==> src/rtl/hazard_ctrl.sv <==
// hazard_ctrl
//   Pipeline interlock and forwarding controller for the 5-stage core. It keeps
//   a shadow scoreboard of the destination registers held in EX, MEM and WB.
//   From that scoreboard it produces the decode-stage RAW hazard bus, the
//   operand forward selects, the fetch/decode stall and flush strobes, and two
//   saturating event counters.
//
// Ports
//   clk                      rising-edge clock
//   rst                      asynchronous reset, active-low
//   dec_valid                decode holds a real instruction
//   dec_rs1/dec_rs2          decode source registers
//   dec_use_rs1/dec_use_rs2  the source is actually read
//   dec_rd                   decode destination register
//   dec_rf_wb                decode instruction writes the register file
//   dec_is_load              decode instruction is a load
//   ex_redirect              branch/jump redirect resolved in EX this cycle
//   mem_stall                data memory busy, freeze the whole pipe
//   raw_hazards              {rs2_mem, rs1_mem, rs2_ex, rs1_ex}
//   fwd_sel_a/fwd_sel_b      00 regfile, 01 EX, 10 MEM, 11 WB
//   stall_if/stall_dec       hold PC and IF/DEC register
//   flush_if/flush_dec       squash IF/DEC, bubble into EX
//   stall_cnt/flush_cnt      saturating event counters
module hazard_ctrl #(
    parameter int REG_ADDR_W = 5,
    parameter int CNT_W      = 16
) (
    input  logic                  clk,
    input  logic                  rst,
    input  logic                  dec_valid,
    input  logic [REG_ADDR_W-1:0] dec_rs1,
    input  logic [REG_ADDR_W-1:0] dec_rs2,
    input  logic                  dec_use_rs1,
    input  logic                  dec_use_rs2,
    input  logic [REG_ADDR_W-1:0] dec_rd,
    input  logic                  dec_rf_wb,
    input  logic                  dec_is_load,
    input  logic                  ex_redirect,
    input  logic                  mem_stall,
    output logic [3:0]            raw_hazards,
    output logic [1:0]            fwd_sel_a,
    output logic [1:0]            fwd_sel_b,
    output logic                  stall_if,
    output logic                  stall_dec,
    output logic                  flush_if,
    output logic                  flush_dec,
    output logic [CNT_W-1:0]      stall_cnt,
    output logic [CNT_W-1:0]      flush_cnt
);

    typedef enum logic [1:0] {
        RUN      = 2'd0,
        LU_STALL = 2'd1,
        FROZEN   = 2'd2
    } state_t;

    localparam logic [CNT_W-1:0] CNT_ONE = {{(CNT_W-1){1'b0}}, 1'b1};
    localparam logic [CNT_W-1:0] CNT_MAX = {CNT_W{1'b1}};

    state_t                  state_q, state_d;
    logic [REG_ADDR_W-1:0]   ex_rd_q, ex_rd_d, mem_rd_q, mem_rd_d, wb_rd_q, wb_rd_d;
    logic                    ex_we_q, ex_we_d, mem_we_q, mem_we_d, wb_we_q, wb_we_d;
    logic                    ex_ld_q, ex_ld_d, mem_ld_q, mem_ld_d;
    logic [CNT_W-1:0]        stall_cnt_q, stall_cnt_d, flush_cnt_q, flush_cnt_d;

    logic ex_live, mem_live, wb_live;
    logic rs1_nz, rs2_nz;
    logic hit_ex_rs1, hit_ex_rs2, hit_mem_rs1, hit_mem_rs2, hit_wb_rs1, hit_wb_rs2;
    logic load_use, issue, stall_w, flush_w, lu_event;
    logic [1:0] sel_a, sel_b;

    // A scoreboard entry targeting x0 never produces a hazard.
    always_comb begin
        ex_live     = ex_we_q  & (ex_rd_q  != '0);
        mem_live    = mem_we_q & (mem_rd_q != '0);
        wb_live     = wb_we_q  & (wb_rd_q  != '0);
        rs1_nz      = (dec_rs1 != '0);
        rs2_nz      = (dec_rs2 != '0);
        hit_ex_rs1  = dec_valid & dec_use_rs1 & ex_live  & (ex_rd_q  == dec_rs1) & rs1_nz;
        hit_ex_rs2  = dec_valid & dec_use_rs2 & ex_live  & (ex_rd_q  == dec_rs2) & rs2_nz;
        hit_mem_rs1 = dec_valid & dec_use_rs1 & mem_live & (mem_rd_q == dec_rs1) & rs1_nz;
        hit_mem_rs2 = dec_valid & dec_use_rs2 & mem_live & (mem_rd_q == dec_rs2) & rs2_nz;
        hit_wb_rs1  = dec_valid & dec_use_rs1 & wb_live  & (wb_rd_q  == dec_rs1) & rs1_nz;
        hit_wb_rs2  = dec_valid & dec_use_rs2 & wb_live  & (wb_rd_q  == dec_rs2) & rs2_nz;
        load_use    = ex_ld_q & (hit_ex_rs1 | hit_ex_rs2);
        issue       = dec_valid & ~load_use & ~ex_redirect;
        stall_w     = mem_stall | (load_use & ~ex_redirect);
        flush_w     = ex_redirect & ~mem_stall;
        lu_event    = load_use & ~ex_redirect & ~mem_stall;
    end

    // Youngest producer wins. The register file is not write-through, so a
    // WB hit still needs its own forward path. While a load-use bubble is
    // being inserted the operands are about to be re-read, so select 00.
    always_comb begin
        sel_a = 2'b00;
        sel_b = 2'b00;
        if (!load_use) begin
            if (hit_ex_rs1)       sel_a = 2'b01;
            else if (hit_mem_rs1) sel_a = 2'b10;
            else if (hit_wb_rs1)  sel_a = 2'b11;
            if (hit_ex_rs2)       sel_b = 2'b01;
            else if (hit_mem_rs2) sel_b = 2'b10;
            else if (hit_wb_rs2)  sel_b = 2'b11;
        end
    end

    // Strobes are gated by reset so the block is quiet while held in reset,
    // whatever the rest of the pipe is driving.
    assign raw_hazards = {hit_mem_rs2, hit_mem_rs1, hit_ex_rs2, hit_ex_rs1};
    assign fwd_sel_a   = sel_a;
    assign fwd_sel_b   = sel_b;
    assign stall_if    = rst & stall_w;
    assign stall_dec   = rst & stall_w;
    assign flush_if    = rst & flush_w;
    assign flush_dec   = rst & flush_w;
    assign stall_cnt   = stall_cnt_q;
    assign flush_cnt   = flush_cnt_q;

    always_comb begin
        state_d     = state_q;
        ex_rd_d     = ex_rd_q;
        ex_we_d     = ex_we_q;
        ex_ld_d     = ex_ld_q;
        mem_rd_d    = mem_rd_q;
        mem_we_d    = mem_we_q;
        mem_ld_d    = mem_ld_q;
        wb_rd_d     = wb_rd_q;
        wb_we_d     = wb_we_q;
        stall_cnt_d = stall_cnt_q;
        flush_cnt_d = flush_cnt_q;

        // A freeze overrides everything; a load-use stall lasts one cycle
        // because the bubble moves the load into MEM where it forwards.
        case (state_q)
            RUN: begin
                if (mem_stall)     state_d = FROZEN;
                else if (lu_event) state_d = LU_STALL;
            end
            LU_STALL: state_d = mem_stall ? FROZEN : RUN;
            FROZEN:   state_d = mem_stall ? FROZEN : RUN;
            default:  state_d = RUN;
        endcase

        if (!mem_stall) begin
            wb_rd_d  = mem_rd_q;
            wb_we_d  = mem_we_q;
            mem_rd_d = ex_rd_q;
            mem_we_d = ex_we_q;
            mem_ld_d = ex_ld_q;
            if (issue) begin
                ex_rd_d = dec_rd;
                ex_we_d = dec_rf_wb;
                ex_ld_d = dec_is_load;
            end else begin
                ex_rd_d = '0;
                ex_we_d = 1'b0;
                ex_ld_d = 1'b0;
            end
        end

        if (lu_event && stall_cnt_q != CNT_MAX) stall_cnt_d = stall_cnt_q + CNT_ONE;
        if (flush_w && flush_cnt_q != CNT_MAX)  flush_cnt_d = flush_cnt_q + CNT_ONE;
    end

    always_ff @(posedge clk or negedge rst) begin
        if (!rst) begin
            state_q     <= RUN;
            ex_rd_q     <= '0;
            ex_we_q     <= 1'b0;
            ex_ld_q     <= 1'b0;
            mem_rd_q    <= '0;
            mem_we_q    <= 1'b0;
            mem_ld_q    <= 1'b0;
            wb_rd_q     <= '0;
            wb_we_q     <= 1'b0;
            stall_cnt_q <= '0;
            flush_cnt_q <= '0;
        end else begin
            state_q     <= state_d;
            ex_rd_q     <= ex_rd_d;
            ex_we_q     <= ex_we_d;
            ex_ld_q     <= ex_ld_d;
            mem_rd_q    <= mem_rd_d;
            mem_we_q    <= mem_we_d;
            mem_ld_q    <= mem_ld_d;
            wb_rd_q     <= wb_rd_d;
            wb_we_q     <= wb_we_d;
            stall_cnt_q <= stall_cnt_d;
            flush_cnt_q <= flush_cnt_d;
        end
    end

endmodule

==> config.mk <==
export PLATFORM = sky130hd
export DESIGN_NAME = hazard_ctrl
export DESIGN_NICKNAME = d
export VERILOG_FILES = /design/src/rtl/hazard_ctrl.sv
export SDC_FILE = /design/constraint.sdc
export NUM_CORES = 1
export LEC_CHECK = 0
export BUFFER_PORTS_ARGS = -buffer_cell sky130_fd_sc_hd__buf_2
export CAP_MARGIN = 20
export CORE_ASPECT_RATIO = 2
export CORE_MARGIN = 2
export CORE_UTILIZATION = 49
export CTS_CLUSTER_SIZE = 28
export DETAILED_ROUTE_END_ITERATION = 7
export PLACE_DENSITY = 0.8
export REMOVE_ABC_BUFFERS = 1
export SYNTH_ARGS = -nofsm -noshare
export SYNTH_HDL_FRONTEND = slang
export SYNTH_SLANG_ARGS = --single-unit
==> constraint.sdc <==
create_clock -name clk -period 1.9 [get_ports clk]
set_input_delay 0.19 -clock clk [delete_from_list [all_inputs] [get_ports clk]]
set_output_delay 0.19 -clock clk [all_outputs]
set_load 0.01 [all_outputs]
Word-level counts from Yosys, hierarchy flattened --
Cells that the tools add are included.
Cells by class: $add $sub $neg 2, equality and inequality tests 8, muxes and demuxes 11, bitwise logic cells 36, reduce and logical (&&, ||, !) cells 7
Operators by type and width (count):
- $add 16x1->16 const B | 2
- $ne 16x16->1 const B | 2
- $and 1x1->1 | 31
- $eq 5x5->1 | 6
- $reduce_bool 5->1 | 5
- $mux 2 | 8
- $mux 5 | 1
- $not 1->1 | 3
- $logic_and 1x1->1 | 2
- $mux 1 | 2
- $or 1x1->1 | 2
Word-level totals: register bits 51, output and inout port bits 44, word-level logic and storage cells 73

Longest topological paths before layout --
Gate-level depths: netlist (run 1).
depth in word-level cells 11, gate-level depth with buffers 7

Worst setup path after synthesis (run 1) --
OpenSTA, ideal clock, no wires.
path kind reg2out, from register ex_rd_q[0], to output port stall_if, arrival time 2.057 ns, data required time 1.710 ns, path slack -0.347 ns, stages on the path, launching flop included 7, cell sequence dfrtp_1 xnor2_1 nand3_1 nor4_4 o21ai_4 o31ai_1 buf_4
Between the ends: longest elaborated chain between the ends 10
RTL lines:
- start, declared | line 61 | logic [REG_ADDR_W-1:0] ex_rd_q, ex_rd_d, mem_rd_q, mem_rd_d, wb_rd_q, wb_rd_d;
- start signal, assigned | line 181 | ex_rd_q <= ex_rd_d;
- $reduce_bool 5->1 | line 74 | ex_live = ex_we_q & (ex_rd_q != '0);
- $and 1x1->1 | line 74
- $and 1x1->1, on equally long branches (3 in series) | line 79, 80
- $or 1x1->1 (*) | line 85 | load_use = ex_ld_q & (hit_ex_rs1 | hit_ex_rs2);
- $and 1x1->1 (*) | line 85
- $and 1x1->1 (*) | line 87 | stall_w = mem_stall | (load_use & ~ex_redirect);
- $or 1x1->1 (*) | line 87
- $and 1x1->1 (*)
- end, declared | line 43 | output logic stall_if,
Every way passes the cells marked *; elsewhere a longest branch is shown, timed or not.

Worst setup path after layout (run 1) --
from register ex_rd_q[1], to output port stall_dec
Between the ends: longest elaborated chain between the ends 10
RTL lines:
- $reduce_bool 5->1 | line 74
- $and 1x1->1 | line 74
- $and 1x1->1, on equally long branches (3 in series) | line 79, 80
- $or 1x1->1 (*) | line 85
- $and 1x1->1 (*) | line 85
- $and 1x1->1 (*) | line 87
- $or 1x1->1 (*) | line 87
- $and 1x1->1 (*) | line 114 | assign stall_dec = rst & stall_w;
- end, declared | line 44 | output logic stall_dec,
Marked as above.

==> results of run 1 <==
[flip-flops by register name (all words and copies together) (netlist names)]
signal,flops
ex_rd_q,5
ex_we_q,1
flush_cnt,16
mem_rd_q,5
wb_rd_q,5
ex_ld_q,1
mem_we_q,1
stall_cnt,16
wb_we_q,1
[worst paths after layout]
check / from / to / slack (ps) / cells past startpoint
setup / recovery: ex_rd_q[1] / stall_dec / -400 / 8
hold / removal: dec_rf_wb / ex_we_q / 160 / 2
min in group asynchronous: rst / stall_cnt[8] / 520 / 3
setup reg to reg: ex_rd_q[1] / ex_rd_q[0] / -280 / 10
max in group asynchronous: rst / flush_cnt[15] / 1110 / 3
hold reg to reg: stall_cnt[5] / stall_cnt[5] / 510 / 1
[layer usage]
| layer | share of wire [%] | track usage [%] |
|---|---|---|
| met5 | 0 | 0 |
| met4 | 3.6 | 13.2 |
| met3 | 6.7 | 6.46 |
| met2 | 52 | 48.4 |
| met1 | 37 | 34.8 |
[worst max-delay path, delay by kind of cell, from the launching register on]
| family | cells | cell delay (ps) |
|---|---|---|
| and+or+nand+nor | 2 | 490 |
| AOI/OAI and AO/OA | 2 | 350 |
| xor gates and xnor gates | 1 | 160 |
| buffers and inverters | 3 | 410 |
| DFF | 1 | 410 |
[through the flow]
step                      cell area [um2]  util, %  hold WS [ps]  worst slack, ps  setup TNS [ps]
after floorplan                      2870        -          -106            -2310          -56090
after global placement               3770     63.9           278             -133           -1300
after detailed placement             3770     63.9           280             -204           -2850
after CTS                            4290     72.6           143             -380           -6060
after global routing                 4500     76.2           165             -457           -9500
final                                4500     76.2           156             -401           -7410
[report_power, final]
part | switching [mW] | internal, mW | total (mW)
combinational | 0.357 | 0.397 | 0.754
clock | 0.380 | 0.488 | 0.868
sequential | 0.102 | 1.18 | 1.28
[cell families after synthesis]
kind of cell	after synthesis	share of synthesized area [%]
xor gates and xnor gates	59	17.4
and+or+nand+nor	97	18.3
buffers and inverters	13	3.17
muxes	15	5.70
DFF	51	43.1
adders and majority gates	2	0.845
AOI/OAI and AO/OA	40	11.4
[repair_timing]
item / in CTS / in global routing
pin swaps: 36 / 33
cloned: 1 / 0
hold endpoints to repair: 45 / 0
hold buffers: 1 / 0
endpoints found under the setup margin: 32 / 43
buffers inserted: 13 / 3
gates resized for setup: 46 / 37
[cells in the final DEF (no fill, tap or decap), types with 3 or more instances in the layout]
cell type	count
and2_1	3
nand2_1	19
clkbuf_16	5
or4_1	3
o211ai_1	4
xnor2_1	44
buf_8	3
a21oi_1	3
dfrtp_1	51
buf_12	3
nor4_4	5
xor2_1	4
xnor2_2	10
buf_4	63
a32o_1	7
o21ai_4	10
nor2_1	11
mux2_2	13
nor3_1	4
nand4_1	9
and3_1	4
nand3_1	17
buf_6	15
buf_2	62
[layout make-up]
type / instances / area, um2 / area share, %
clock inverters: 1 / 5.00 / 0.111
multi-input cells: 213 / 1940 / 43.1
clock buffers: 7 / 133 / 2.95
inverters: 1 / 3.75 / 0.0834
flip-flops and latches: 51 / 1280 / 28.3
well taps: 63 / 78.8 / 1.75
repair buffers: 147 / 1070 / 23.7
==> results.tsv, run 1 <==
metric	value	unit
Synth top cells by count	xnor2_1, dfrtp_1, nand2_1, nand3_1, mux2_2	
Placed Cells incl. Taps	459	
final setup margin	-401	ps
failing checks	design-rule violations, negative setup slack	
final std cells w/o fill	483	
final hold violation count	0	
final worst-path cycle share	121	%
Synth area leaders	dfrtp_1, xnor2_1, mux2_2	
Pleak	2.07	nW
Slew Viols, Final	0	
DRT antenna net count	0	
Pwr Total	2.90	mW
clk root buf	clkbuf_16	
final WL	9.82	mm
skew final	6.56	ps
crit path time final	2300	ps
Synth Cell Area	0.00296	mm2
syn_area_per_cell	10.7	um2
FP Rows	40	
top cell type's share of synthesized area	43.1	%
Max H-tree Level	2	
DR vias	2960	
Finish-stage setup viols	34	
CP Data Arrival Time	2110	ps
total track usage	29.1	%
Final Wtd Congestion	0.927	
fmax	0.435	GHz
crit path max fanout	4	
Max-slew headroom	65.6	%
core area	0.00591	mm2
clk sinks	51	
Required @ worst endpoint	1710	ps
Yosys top cell by area	dfrtp_1	
Initial Util	50.1	%
Synth Warn #	0	
HP Class	in -> reg	
clock-pin slew on the worst setup and hold paths	60	ps
Yosys cell types	42	
CP endpoint kind	primary output	
largest net degree at the start of global routing	28	
grt total ovfl	0	
layout cells sized above 1	51.4	%
Die Ht	114	um
detailed placement HPWL	5.98	mm
starting DRC count in detailed routing	237	
crit-path cells	buf_6 -> xnor2_4 -> nand3_2 -> nor4_4 -> o21ai_4 -> o31ai_1 -> buf_4 -> buf_6	
drc violations	6	
Worst Max-Slew Pin Slew	509	ps
Final #Nets	445	
clk_lat worst skew	290	ps
first drt pass iteration count	7	
EDFF count, synth	0	
CP most frequent cell	buf_6	
most common flop cell mapped by yosys	dfrtp_1	
Post-synth ARST share	100	%
Slowest cell on crit path	dfrtp_1	
# IOs	68	
Max Cap Viol	0	
Num CTS Buffers	5	
final-layout fill cell count	368	
clock tree buffer depth	2	
initial antenna violation count	0	
PD cells	644	mW/mm2
vias in the first global route	3038	
Critical Path Max Stage Delay	410	ps
TritonCTS clock tree	built	
P&R area growth vs syn	52.0	%
die width	59.0	um
status	finished with violations	
post-synthesis cell count	277	
RSZ-0062 raised after global routing	yes	
I/O Buffers	67	
#FFs+latches synth	51	
worst vdd ir	746	uV
WL per Instance	20.3	um
via/cell ratio	6.13	
Total Die Area	0.00672	mm2
CP Class	reg -> out	
Worst setup SP type	register	
# diodes	0	
post-synthesis sequential area ratio	43.1	%
first-pass GRT wire length	15.1	mm
count leader, synth	xnor2_1	
(Power assumes the default switching activity.)
==> run 2: changes to the inputs <==
--- a/config.mk
+++ b/config.mk
@@ -13,7 +13,6 @@
 export CTS_CLUSTER_SIZE = 28
 export DETAILED_ROUTE_END_ITERATION = 7
 export PLACE_DENSITY = 0.8
-export REMOVE_ABC_BUFFERS = 1
 export SYNTH_ARGS = -nofsm -noshare
 export SYNTH_HDL_FRONTEND = slang
 export SYNTH_SLANG_ARGS = --single-unit
==> results.tsv, run 2 (synthesis results as in run 1) <==
metric	value	unit	change
setup TNS	-10150	ps	was -7410 ps
CP Class	reg -> out		unchanged
starting DRC count in detailed routing	165		was 237
syn nets	303		
failing checks	design-rule violations, negative setup slack		unchanged
Initial Util	50.1	%	unchanged
reg2reg setup slack	-420	ps	was -280 ps
combinational share of power	25.6	%	was 26.0%
via/cell ratio	5.93		was 6.13
Max H-tree Level	2		unchanged
vias in the first global route	2854		was 3038
Finish-stage setup viols	33		was 34
skew final	5.44	ps	was 6.56 ps
Placed Cells incl. Taps	459		unchanged
Num CTS Buffers	5		unchanged
Worst setup SP type	register		unchanged
Reg2Reg Launch Point	ex_rd_q[1]		unchanged
crit path max fanout	4		unchanged
WHS Endpoint	ex_rd_q[2]		was ex_we_q
P&R area growth vs syn	54.6	%	was 52.0%
footprint of the multi-input gates	0.00194	mm2	about the same
final hold violation count	0		unchanged
Sw Ratio	28.7	%	was 28.9%
Final #Nets	454		was 445
Slowest cell on crit path	or4_4		was dfrtp_1
fmax	0.418	GHz	was 0.435 GHz
Required @ worst endpoint	1710	ps	about the same
final-layout fill cell count	359		was 368
WL per Instance	19.3	um	was 20.3 um
worst vdd ir	794	uV	was 746 uV
status	finished with violations		unchanged
final WL	9.48	mm	was 9.82 mm
Finished Cell Area	0.00458	mm2	was 0.00450 mm2
DR vias	2917		was 2960
grt total ovfl	0		unchanged
PD cells	658	mW/mm2	was 644 mW/mm2
Seq. cell area	0.00128	mm2	unchanged
# IOs	68		unchanged
Max-slew headroom	64.0	%	was 65.6%
hold depth	2		unchanged
RSZ-0062 raised after global routing	yes		unchanged
Seq pwr share	42.0	%	was 44.1%
HP Class	in -> reg		unchanged
Hold Slack	142	ps	was 156 ps
clk root buf	clkbuf_16		unchanged
Clk pwr share	32.4	%	was 29.9%
final worst-path cycle share	126	%	was 121%
total track usage	26.6	%	was 29.1%
CP Data Arrival Time	2200	ps	was 2110 ps
# diodes	0		unchanged
placed cell areas	0.00386	mm2	was 0.00377 mm2
most frequent cells in the layout	buf_4, buf_2, dfrtp_1		unchanged
final setup margin	-491	ps	was -401 ps
largest net degree at the start of global routing	32		was 28
HP Start	dec_rd[2]		was dec_rf_wb
final std cells w/o fill	492		was 483
switching power	863	uW	was 840 uW
Place WS	-496	ps	was -204 ps
clock-pin slew on the worst setup and hold paths	70	ps	was 60 ps
drc violations	6		unchanged
first-pass GRT wire length	13.8	mm	was 15.1 mm
crit path time final	2390	ps	was 2300 ps
DRT antenna net count	0		unchanged
Internal	2.15	mW	was 2.06 mW
Worst Max-Slew Pin Slew	540	ps	was 509 ps
initial antenna violation count	0		unchanged
first drt pass iteration count	7		unchanged
Final Util	77.5	%	was 76.2%
I/O Buffers	67		unchanged
clk_lat worst skew	300	ps	was 290 ps
layout cells sized above 1	52.4	%	was 51.4%
CP endpoint kind	primary output		unchanged
Slew Viols, Final	0		unchanged
Pleak	2.10	nW	was 2.07 nW
clock tree buffer depth	2		unchanged
most common cell after layout, fill and taps aside	buf_4		unchanged
crit-path cells	buf_6 -> or4_4 -> o21ai_4 -> nor4_4 -> buf_6 -> o21ai_4 -> o21a_1 -> buf_2		was buf_6 -> xnor2_4 -> nand3_2 -> nor4_4 -> o21ai_4 -> o31ai_1 -> buf_4 -> buf_6
r2r endpoint	stall_cnt[11]		was ex_rd_q[0]
detailed placement HPWL	5.88	mm	was 5.98 mm
Die Ht	114	um	unchanged
TritonCTS clock tree	built		unchanged
Total Die Area	0.00672	mm2	unchanged
Max Cap Viol	0		unchanged
Final Wtd Congestion	0.922		was 0.927
core area	0.00591	mm2	unchanged
reg2reg path depth	9		was 10
clk sinks	51		unchanged
FP Rows	40		unchanged
Critical Path Max Stage Delay	500	ps	was 410 ps
Pwr Total	3.01	mW	was 2.90 mW
die width	59.0	um	unchanged
## run 2: changes by cell type in the layout (fill, tap and decap cells not counted), sizes merged
cell and change:
clkinv -1, clkinvlp +1, buf +9
## run 2: cell type report
| cell class | instances | share of cell area (%) |
|---|---|---|
| multi-input combinational | 213 | 42.3 |
| sequential | 51 | 27.9 |
| timing repair buffer | 156 | 24.5 |
| clock buffer | 7 | 3.33 |
| tap | 63 | 1.72 |
| clock inverter | 1 | 0.164 |
| inverter | 1 | 0.0820 |
## run 2: worst max-delay path: cells and delay by family (launching register included)
family | cells | cell delay [ps]
AND/OR/NAND/NOR | 2 | 560
flip-flops | 1 | 390
AO/OA/AOI/OAI | 3 | 570
buffers and inverters | 3 | 380
## run 2: worst max-delay path by stage
stage | depth (start not counted) | start | slack, ps | to
4_1_cts | 8 | ex_rd_q[1] | -510 | fwd_sel_b[0]
2_1_floorplan | 7 | ex_rd_q[1] | -160 | stall_if
3_3_place_gp | 6 | ex_rd_q[4] | -450 | stall_cnt[9]
5_1_grt | 9 | ex_rd_q[1] | -580 | stall_dec
3_5_place_dp | 6 | ex_rd_q[4] | -500 | stall_cnt[9]
6_report | 8 | ex_rd_q[1] | -490 | fwd_sel_a[0]
## run 2: power by group through the flow
stage               combinational (mW)  clock, mW  sequential, mW
finish                           0.771      0.975            1.27
global route                     0.840       1.02            1.28
CTS                              0.693      0.983            1.26
detailed placement               0.642          0            1.28
global placement                 0.620          0            1.27
floorplan                        0.255          0            1.33
## run 2: repair_timing
action | CTS | global route
buffers inserted | 16 | 14
hold buffers | 1 | 0
cloned | 1 | 0
resized for setup | 38 | 33
endpoints found under the setup margin | 34 | 40
pin swaps | 24 | 26
endpoints found under the hold margin | 51 | 0
## run 2: metal layers
metal  global-route usage [%]  part of all wire, %  vias up  wire length (um)
met2                     43.9                   52      168              4950
li1                         -                    -     1306                 -
met1                     34.6                   38     1413              3560
met5                        0                    0        -                 0
met3                     4.54                  7.0       30               663
met4                     9.09                  3.1        0               293
==> run 3: changes to the inputs <==
--- a/config.mk
+++ b/config.mk
@@ -12,6 +12,7 @@
 export CORE_UTILIZATION = 49
 export CTS_CLUSTER_SIZE = 28
 export DETAILED_ROUTE_END_ITERATION = 7
+export MAX_ROUTING_LAYER = met4
 export PLACE_DENSITY = 0.8
 export SYNTH_ARGS = -nofsm -noshare
 export SYNTH_HDL_FRONTEND = slang
==> results.tsv, run 3 (synthesis results as in run 1) <==
metric	value	unit	change
cell family with the largest share of critical-path delay	compound AO/OA/AOI/OAI gates		unchanged
syn nets	303		unchanged
DR vias	2823		was 2917
detailed placement HPWL	5.76	mm	was 5.88 mm
final setup margin	-518	ps	was -491 ps
die width	59.0	um	unchanged
TritonCTS clock tree	built		unchanged
first-pass GRT wire length	14.2	mm	was 13.8 mm
layout cells sized above 1	50.4	%	was 52.4%
worst vdd ir	812	uV	was 794 uV
Max-slew headroom	62.0	%	was 64.0%
final hold violation count	0		unchanged
clk_lat worst skew	300	ps	about the same
CP endpoint kind	primary output		unchanged
grt total ovfl	0		unchanged
failing checks	design-rule violations, negative setup slack		unchanged
final std cells w/o fill	484		was 492
DRT antenna net count	0		unchanged
Slew Viols, Final	0		unchanged
CP Data Arrival Time	2230	ps	was 2200 ps
WL per Instance	18.0	um	was 19.3 um
skew final	3.17	ps	was 5.44 ps
HP Start	dec_rd[3]		was dec_rd[2]
starting DRC count in detailed routing	144		was 165
Slowest cell on crit path	or4_4		unchanged
Max H-tree Level	2		unchanged
Bufs and invs on worst path	4		was 3
Pleak	2.02	nW	was 2.10 nW
initial antenna violation count	0		unchanged
Final Wtd Congestion	0.915		was 0.922
Required @ worst endpoint	1710	ps	about the same
Pwr Total	3.02	mW	was 3.01 mW
Die Ht	114	um	unchanged
I/O Buffers	67		unchanged
CP Class	reg -> out		unchanged
total track usage	28.5	%	was 26.6%
Finished Cell Area	0.00439	mm2	was 0.00458 mm2
Reg2Reg Launch Point	ex_rd_q[1]		unchanged
core area	0.00591	mm2	unchanged
Max Cap Viol	0		unchanged
Critical Path Max Stage Delay	440	ps	was 500 ps
Num CTS Buffers	5		unchanged
reg2reg setup slack	-420	ps	about the same
status	finished with violations		unchanged
largest net degree at the start of global routing	32		unchanged
Place WS	-516	ps	was -496 ps
WHS Endpoint	ex_rd_q[3]		was ex_rd_q[2]
Final #Nets	446		was 454
clock-pin slew on the worst setup and hold paths	70	ps	about the same
hold depth	2		unchanged
P&R area growth vs syn	48.2	%	was 54.6%
final WL	8.73	mm	was 9.48 mm
first drt pass iteration count	7		unchanged
vias in the first global route	2939		was 2854
Finish-stage setup viols	33		unchanged
fmax	0.414	GHz	was 0.418 GHz
RSZ-0062 raised after global routing	yes		unchanged
Initial Util	50.1	%	unchanged
drc violations	6		unchanged
crit path time final	2420	ps	was 2390 ps
Worst Max-Slew Pin Slew	562	ps	was 540 ps
clk sinks	51		unchanged
via/cell ratio	5.83		was 5.93
clock tree buffer depth	2		unchanged
HP Class	in -> reg		unchanged
crit-path cells	buf_6 -> or4_4 -> o21ai_4 -> buf_6 -> nor4_4 -> buf_4 -> o21ai_4 -> o21a_1 -> buf_2		was buf_6 -> or4_4 -> o21ai_4 -> nor4_4 -> buf_6 -> o21ai_4 -> o21a_1 -> buf_2
Worst setup SP type	register		unchanged
Placed Cells incl. Taps	458		was 459
# diodes	0		unchanged
FP Rows	40		unchanged
most frequent cells in the layout	buf_2, buf_4, xnor2_1		was buf_4, buf_2, dfrtp_1
final worst-path cycle share	127	%	was 126%
placed cell areas	0.00385	mm2	was 0.00386 mm2
# IOs	68		unchanged
Total Die Area	0.00672	mm2	unchanged
reg2reg path depth	10		was 9
r2r endpoint	stall_cnt[11]		unchanged
PD cells	689	mW/mm2	was 658 mW/mm2
Final Util	74.3	%	was 77.5%
crit path max fanout	4		unchanged
clk root buf	clkbuf_16		unchanged
run 3: layer usage:
layer | vias up | part of all wire, % | GRT usage [%] | routed length (um)
li1 | 1289 | - | - | -
met1 | 1386 | 40 | 35.0 | 3520
met2 | 128 | 52 | 46.4 | 4500
met3 | 20 | 5.9 | 4.65 | 515
met4 | 0 | 2.3 | 10.3 | 198
met5 | - | 0 | - | 0
run 3: final cells by class:
cell class              instances  area, um2
clock buffers                   5        125
clock inverters                 3       43.8
fillers                       398       1520
inverters                       1       3.75
multi-input cells             213       1830
flip-flops and latches         51       1280
well taps                      63       78.8
repair buffers                148       1030
run 3: worst reg2reg max path, stage by stage (launching register included):
cell and delay [ps]:
dfrtp_1 400, buf_6 120, or4_4 440, o21ai_4 160, buf_6 120, nor4_4 40
buf_4 160, buf_4 130, buf_6 140, o2111ai_4 200, mux2_4 320
run 3: repair_timing:
action,CTS,global route
pin swaps,19,8
setup buffers,17,3
endpoints found under the setup margin,34,34
gates cloned,0,0
gates resized for setup,41,9
hold endpoints to repair,51,0
hold buffers,1,0
run 3: worst max-delay path by stage:
stage                     startpoint            to  cells after the start
after floorplan           ex_rd_q[1]      stall_if                      7
after global placement    ex_rd_q[4]  stall_cnt[9]                      6
after detailed placement  ex_rd_q[4]  stall_cnt[9]                      6
after CTS                 ex_rd_q[2]  fwd_sel_b[0]                      8
after global routing      ex_rd_q[1]  fwd_sel_b[0]                      9
final                     ex_rd_q[1]  fwd_sel_b[0]                      9
run 3: stage by stage:
step	setup TNS [ps]	hold slack [ps]
floorplan	-753	-106
global placement	-11440	225
detailed placement	-13250	233
CTS	-8460	132
global route	-11870	143
finish	-9410	133
run 3: report_power, final:
part           switching (mW)  internal, mW  total (mW)
clock network           0.423         0.622        1.04
registers              0.0865          1.18        1.26
logic                   0.343         0.373       0.716
total                   0.853          2.17        3.02
